<file path="config.mk">
export PLATFORM = sky130hd
export DESIGN_NAME = muldiv_sequencer
export DESIGN_NICKNAME = d
export VERILOG_FILES = /design/src/rtl/muldiv_sequencer.sv
export SDC_FILE = /design/constraint.sdc
export NUM_CORES = 1
export LEC_CHECK = 0
export BUFFER_PORTS_ARGS = -buffer_cell sky130_fd_sc_hd__buf_2
export CORE_MARGIN = 4
export CORE_UTILIZATION = 64
export CTS_BUF_LIST = sky130_fd_sc_hd__clkbuf_8
export DETAILED_ROUTE_END_ITERATION = 12
export PLACE_DENSITY = 0.84
export SETUP_SLACK_MARGIN = 0.02
export SLEW_MARGIN = 20
export SYNTH_ARGS = -nofsm -noshare
export SYNTH_HDL_FRONTEND = slang
export SYNTH_SLANG_ARGS = --single-unit
</file>
<file path="constraint.sdc">
create_clock -name clk -period 13.2 [get_ports clk]
set_clock_uncertainty 0.1 [all_clocks]
set_input_delay 0.66 -clock clk [delete_from_list [all_inputs] [get_ports clk]]
set_output_delay 0.66 -clock clk [all_outputs]
set_load 0.1 [all_outputs]
</file>
<file path="src/rtl/muldiv_sequencer.sv">
// muldiv_sequencer
//   Multi-cycle HI/LO unit for a MIPS core: mult, multu, div, divu, mthi,
//   mtlo, mfhi, mflo. A radix-2 shift-add multiplier and a restoring divider
//   each run one iteration per cycle for DATA_W cycles. A final FIX cycle
//   applies sign correction and writes HI/LO.
//
//   Optional feature macro: MULDIV_EARLY_OUT_EN
//     defined   : MUL jumps to FIX as soon as the remaining multiplier bits
//                 are all zero (data-dependent latency, at least 2 busy cycles)
//     undefined : every mult/div takes DATA_W+1 busy cycles
//
// Ports
//   clk        system clock, rising edge
//   rst        asynchronous active-high reset
//   start      decoded mult/div/mthi/mtlo present this cycle
//   op_muldiv  0=MULT 1=MULTU 2=DIV 3=DIVU 4=MTHI 5=MTLO, 6/7 no-op
//   src_a      rs value (dividend / multiplicand / mthi-mtlo data)
//   src_b      rt value (divisor / multiplier)
//   rd_req     mfhi/mflo present this cycle
//   rd_sel     0=LO, 1=HI
//   flush      abort in-flight operation, cancels a same-cycle start
//   busy       operation in flight (MUL, DIV or FIX)
//   stall      core must hold PC/instruction this cycle
//   rd_data    HI or LO selected by rd_sel, valid when stall=0
//   hi, lo     architectural HI/LO registers

module muldiv_sequencer #(
    parameter int DATA_W = 32,
    parameter int OP_BIT = 3
) (
    input  logic              clk,
    input  logic              rst,
    input  logic              start,
    input  logic [OP_BIT-1:0] op_muldiv,
    input  logic [DATA_W-1:0] src_a,
    input  logic [DATA_W-1:0] src_b,
    input  logic              rd_req,
    input  logic              rd_sel,
    input  logic              flush,
    output logic              busy,
    output logic              stall,
    output logic [DATA_W-1:0] rd_data,
    output logic [DATA_W-1:0] hi,
    output logic [DATA_W-1:0] lo
);

    localparam int               CNT_W    = (DATA_W > 1) ? $clog2(DATA_W) : 1;
    localparam logic [CNT_W-1:0] LAST_CNT = CNT_W'(DATA_W - 1);

    localparam logic [OP_BIT-1:0] OP_MULT  = OP_BIT'(0);
    localparam logic [OP_BIT-1:0] OP_MULTU = OP_BIT'(1);
    localparam logic [OP_BIT-1:0] OP_DIV   = OP_BIT'(2);
    localparam logic [OP_BIT-1:0] OP_DIVU  = OP_BIT'(3);
    localparam logic [OP_BIT-1:0] OP_MTHI  = OP_BIT'(4);
    localparam logic [OP_BIT-1:0] OP_MTLO  = OP_BIT'(5);

    typedef enum logic [1:0] {
        S_IDLE,
        S_MUL,
        S_DIV,
        S_FIX
    } state_t;

    state_t state;
    state_t state_next;

    // Work registers
    logic [CNT_W-1:0]    count;
    logic [2*DATA_W-1:0] prod;      // running product
    logic [2*DATA_W-1:0] mcand;     // multiplicand, shifted left each step
    logic [DATA_W-1:0]   mplier;    // multiplier, shifted right each step
    logic [DATA_W-1:0]   rem;       // partial remainder
    logic [DATA_W-1:0]   quo;       // dividend shifting out / quotient shifting in
    logic [DATA_W-1:0]   dsor;      // divisor magnitude
    logic                neg_q;     // negate product or quotient in FIX
    logic                neg_r;     // negate remainder in FIX
    logic                div_zero;  // divisor was zero: force quotient to all ones
    logic                div_op;    // FIX writes divide results rather than product

    // Operand decode
    logic                is_mul;
    logic                is_div;
    logic                signed_op;
    logic                a_neg;
    logic                b_neg;
    logic [DATA_W-1:0]   a_mag;
    logic [DATA_W-1:0]   b_mag;

    assign is_mul    = (op_muldiv == OP_MULT) || (op_muldiv == OP_MULTU);
    assign is_div    = (op_muldiv == OP_DIV)  || (op_muldiv == OP_DIVU);
    assign signed_op = (op_muldiv == OP_MULT) || (op_muldiv == OP_DIV);
    assign a_neg     = signed_op & src_a[DATA_W-1];
    assign b_neg     = signed_op & src_b[DATA_W-1];
    assign a_mag     = a_neg ? -src_a : src_a;
    assign b_mag     = b_neg ? -src_b : src_b;

    // One multiply iteration
    logic [2*DATA_W-1:0] prod_step;
    logic [DATA_W-1:0]   mplier_step;

    assign prod_step   = mplier[0] ? (prod + mcand) : prod;
    assign mplier_step = mplier >> 1;

    // One restoring-divide iteration: the top bit of the difference is the
    // borrow, which is clear exactly when the shifted remainder >= divisor.
    logic [DATA_W:0]     rem_shift;
    logic [DATA_W:0]     rem_diff;
    logic                rem_ge;

    assign rem_shift = {rem, quo[DATA_W-1]};
    assign rem_diff  = rem_shift - {1'b0, dsor};
    assign rem_ge    = ~rem_diff[DATA_W];

    // Sign correction applied during FIX. With a zero divisor the remainder
    // iterations leave |a| in rem, so neg_r restores the original src_a.
    logic [2*DATA_W-1:0] mul_fix;
    logic [DATA_W-1:0]   quo_fix;
    logic [DATA_W-1:0]   rem_fix;

    assign mul_fix = neg_q ? -prod : prod;
    assign quo_fix = div_zero ? '1 : (neg_q ? -quo : quo);
    assign rem_fix = neg_r ? -rem : rem;

    logic mul_done;
`ifdef MULDIV_EARLY_OUT_EN
    assign mul_done = (count == '0) || (mplier_step == '0);
`else
    assign mul_done = (count == '0);
`endif

    // State register
    always_ff @(posedge clk or posedge rst) begin
        if (rst) begin
            state <= S_IDLE;
        end else begin
            state <= state_next;
        end
    end

    // Next-state logic; flush wins over everything
    always_comb begin
        // NOTE: default assignment first so every path drives state_next and no latch is inferred.
        state_next = state;
        if (flush) begin
            state_next = S_IDLE;
        end else begin
            case (state)
                S_IDLE: begin
                    if (start && is_mul) begin
                        state_next = S_MUL;
                    end else if (start && is_div) begin
                        state_next = S_DIV;
                    end
                end
                S_MUL:   if (mul_done)      state_next = S_FIX;
                S_DIV:   if (count == '0)   state_next = S_FIX;
                S_FIX:   state_next = S_IDLE;
                default: state_next = S_IDLE;
            endcase
        end
    end

    // Outputs
    always_comb begin
        busy    = (state != S_IDLE);
        stall   = busy & (start | rd_req);
        rd_data = rd_sel ? hi : lo;
    end

    // Datapath and HI/LO
    always_ff @(posedge clk or posedge rst) begin
        if (rst) begin
            count    <= '0;
            prod     <= '0;
            mcand    <= '0;
            mplier   <= '0;
            rem      <= '0;
            quo      <= '0;
            dsor     <= '0;
            neg_q    <= 1'b0;
            neg_r    <= 1'b0;
            div_zero <= 1'b0;
            div_op   <= 1'b0;
            hi       <= '0;
            lo       <= '0;
        end else if (flush) begin
            // Abort: HI/LO keep their previous values
            count <= '0;
        end else begin
            // NOTE: non-blocking assignments so every register samples pre-edge values.
            case (state)
                S_IDLE: begin
                    if (start) begin
                        if (is_mul) begin
                            prod   <= '0;
                            mcand  <= {{DATA_W{1'b0}}, a_mag};
                            mplier <= b_mag;
                            neg_q  <= a_neg ^ b_neg;
                            neg_r  <= 1'b0;
                            div_op <= 1'b0;
                            count  <= LAST_CNT;
                        end else if (is_div) begin
                            rem      <= '0;
                            quo      <= a_mag;
                            dsor     <= b_mag;
                            neg_q    <= a_neg ^ b_neg;
                            neg_r    <= a_neg;
                            div_zero <= (src_b == '0);
                            div_op   <= 1'b1;
                            count    <= LAST_CNT;
                        end else if (op_muldiv == OP_MTHI) begin
                            hi <= src_a;
                        end else if (op_muldiv == OP_MTLO) begin
                            lo <= src_a;
                        end
                    end
                end
                S_MUL: begin
                    prod   <= prod_step;
                    mcand  <= mcand << 1;
                    mplier <= mplier_step;
                    count  <= count - CNT_W'(1);
                end
                S_DIV: begin
                    rem   <= rem_ge ? rem_diff[DATA_W-1:0] : rem_shift[DATA_W-1:0];
                    quo   <= {quo[DATA_W-2:0], rem_ge};
                    count <= count - CNT_W'(1);
                end
                S_FIX: begin
                    if (div_op) begin
                        hi <= rem_fix;
                        lo <= quo_fix;
                    end else begin
                        hi <= mul_fix[2*DATA_W-1:DATA_W];
                        lo <= mul_fix[DATA_W-1:0];
                    end
                    count <= '0;
                end
                default: count <= '0;
            endcase
        end
    end

endmodule

</file>
==> reports/qor.csv <==
metric,value,unit
status,"complete, no violations",
Yosys top cell by area,dfrtp_1,
RSZ-0062 raised after global routing,false,
"CTS clk-pin slew, worst paths",0.08,ns
peak fanout along the critical path,34,
GR peak layer,met2,
Post-Syn Area,0.02383,mm^2
"commonest cells after routing, fill and taps aside","469 x nand2_1, 408 x o21ai_0, 329 x dfrtp_1, 267 x a21oi_1, 192 x nor2_1",
PortBufs,170,
hold_buf cts,0,
chip width,200.9,um
Routability Congestion,0.9831,
Yosys reg bits,331,
global route total overflow,0,
number of global-route vias before repair,21582,
CTS Buf Count,57,
global-route wire length before repair,118100,um
DR pass1 iterations,6,
YS warnings,0,
GRT Resource Usage Total,35.46,%
final wirelength,73610,um
post-cts sizing count,0,
# clock sinks,331,
Worst EP required,13.67,ns
ys async rst share,100.0,%
drt drc,0,
post-synthesis cell count,2963,
wire length per cell after detailed routing,20.60,um
Avg Vias per Cell,6.477,
Worst setup EP type,register,
Pleak,0.01251,uW
R2R Path Start,quo[31],
"commonest non-fill, non-tap cell in the layout",nand2_1,
worst-margin pin slew,0.9518,ns
P_sw,3853,uW
fin crit share,35.25,%
Arrival @ worst endpoint,5.12,ns
Final Hold Viols,0,
Ant. Diodes,0,
# IOs,171,
Peak VDD IR,170.9,uV
Synth top area share,34.77,%
Final min period,4.653,ns
Clock Tree Root,clkbuf_8,
H-tree depth,2,
Internal,3220,uW
clock power share,15.2,%
Post-DRT Antenna Nets,0,
Fmax,214.9,MHz
ys flop type,dfrtp_1,
area added between synthesis and finish,10.14,%
Slew Limit Fails,0,
CTS max path bufs,3,
"Seq/Total Area, Yosys",34.77,%
sequential fraction of design power,23.8,%
Nets,3240,
R2R Setup Slk,8.55,ns
number of flops mapped to enable cells by yosys,0,
maxcap violations,0,
sw frac,54.47,%
Starting Density,64.92,%
via count,23143,
largest net degree at the start of global routing,119,
P per Cell Area,269.6,mW/mm^2
final setup fails,0,
share of layout cells above drive strength 1,11.72,%
Hold Crit Class,primary input to asynchronous set/reset pin,
clk_lat worst skew,0.67,ns
Combinational Power Share,61.0,%
"Setup Fix Bufs, Post-CTS",0,
DP HPWL,54070,um
critical path class,register to register,
slew margin rel.,34.90,%
met2 Usage GRT,53.78,%
met1 Usage GRT,51.02,%
M3 GR Usage,7.189,%
core area,0.03670,mm^2
placed insts,3467,
Worst Reg-to-Reg Cells,15,
die area,0.04038,mm^2
TritonCTS clock tree,built,
number of DRC markers in iteration 0,3127,
Layout Cells excl Fill,3573,
die height,200.9,um
r2r endpoint,rem[15],
Startpoint Class,register,
Syn Nets,3145,
"Avg Cell Area, Syn",8.041,um^2
total negative slack,0,ns
"Distinct cells, synth",76,
initial antenna violation count,1,
Core Rows,70,
main area contributors after synthesis,"dfrtp_1 35%, o21ai_0 8.6%, nand2_1 7.4%",
-- through the flow --
stage / power, uW / cell area, um^2 / hold slack, ns / worst slack, ns / util, %
2_1_floorplan: 4916 / 23830 / 0.3488 / 3.272 / -
3_3_place_gp: 5765 / 24920 / 0.3603 / 8.881 / 67.89
3_5_place_dp: 5894 / 24920 / 0.3707 / 8.710 / 67.89
4_1_cts: 6991 / 26230 / 0.07434 / 8.621 / 71.49
5_1_grt: 7475 / 26240 / 0.08297 / 8.235 / 71.51
6_report: 7074 / 26240 / 0.01431 / 8.547 / 71.51
-- final cells by class --
| class | count | area [um^2] |
|---|---|---|
| Multi-Input combinational cell | 2389 | 14700 |
| Timing Repair Buffer | 193 | 1023 |
| Sequential cell | 331 | 8285 |
| Inverter | 86 | 330.3 |
| Clock buffer | 76 | 1046 |
| Tap cell | 468 | 585.6 |
| Fill cell | 2838 | 10460 |
| Clock inverter | 30 | 272.8 |
-- worst max-delay path: stages (launching register included) --
cell	delay, ns
dfrtp_1	0.36
inv_1	0.12
ha_1	0.26
fa_1	0.40
nor2b_1	0.18
o2111ai_1	0.16
a21oi_1	0.26
o21ai_0	0.20
a21oi_1	0.28
o31ai_1	0.15
a21oi_1	0.48
a41oi_1	0.35
xnor2_2	0.21
buf_4	0.49
mux2_2	0.40
o21ai_0	0.13
-- how the worst max path moves through the flow --
stage                     cells past startpoint       end  slack (ns)     from
after floorplan                               1  count[0]        3.27      rst
after detailed placement                     15   rem[15]        8.71  quo[31]
after global placement                       15   rem[15]        8.88  quo[31]
after CTS                                    15   rem[15]        8.62  quo[31]
final                                        15   rem[15]        8.55  quo[31]
after global routing                         15   rem[15]        8.24  quo[31]
-- kinds of logic after synthesis --
family	count (synthesis)	synth area share (%)
compound gates	925	22.48
xor+xnor	268	9.852
fa+ha+maj	109	5.787
buf+inv	243	3.849
flops	331	34.77
mux	103	4.527
simple gates	984	18.74
-- cell usage after synthesis (5+ instances only) --
cell type,n
mux2i_1,65
nor3b_1,6
o31ai_1,49
or2_2,9
xor2_1,131
nor4_1,18
clkbuf_1,137
a31oi_1,16
mux2_2,38
and2_1,10
o21ai_0,409
a211oi_1,5
or4_1,21
o41ai_1,23
a22o_1,9
a21oi_1,267
buf_1,16
xnor2_1,137
nor2_1,193
nand2b_1,29
nand4_1,24
a221oi_1,20
dfrtp_1,331
nor3_1,41
ha_1,107
o21a_1,6
inv_1,83
and3_1,10
o21ai_1,6
or3_1,27
nor2b_1,38
nand2_1,470
nand3_1,64
a21o_1,41
o21bai_1,19
-- registers in the layout (all words and copies together) (netlist names) --
register	count
prod	64
mcand	64
rem	32
count	5
div_op	1
quo	32
neg_r	1
dsor	32
lo	32
div_zero	1
hi	32
mplier	32
neg_q	1
state	2
-- metal layers --
metal	vias to the layer above	routed length [um]	share of wire [%]
li1	10685	-	-
met1	10973	31110	42
met2	1291	32010	43
met3	192	7787	11
met4	2	2665	3.6
met5	-	38	0.052
-- power groups by stage --
stage               sequential [uW]  clock [uW]  combinational, uW
floorplan                      2210           0               2700
global placement               1660           0               4100
detailed placement             1690           0               4210
CTS                            1670        1080               4230
global route                   1730        1130               4620
finish                         1690        1070               4310
(Power assumes the default switching activity.)
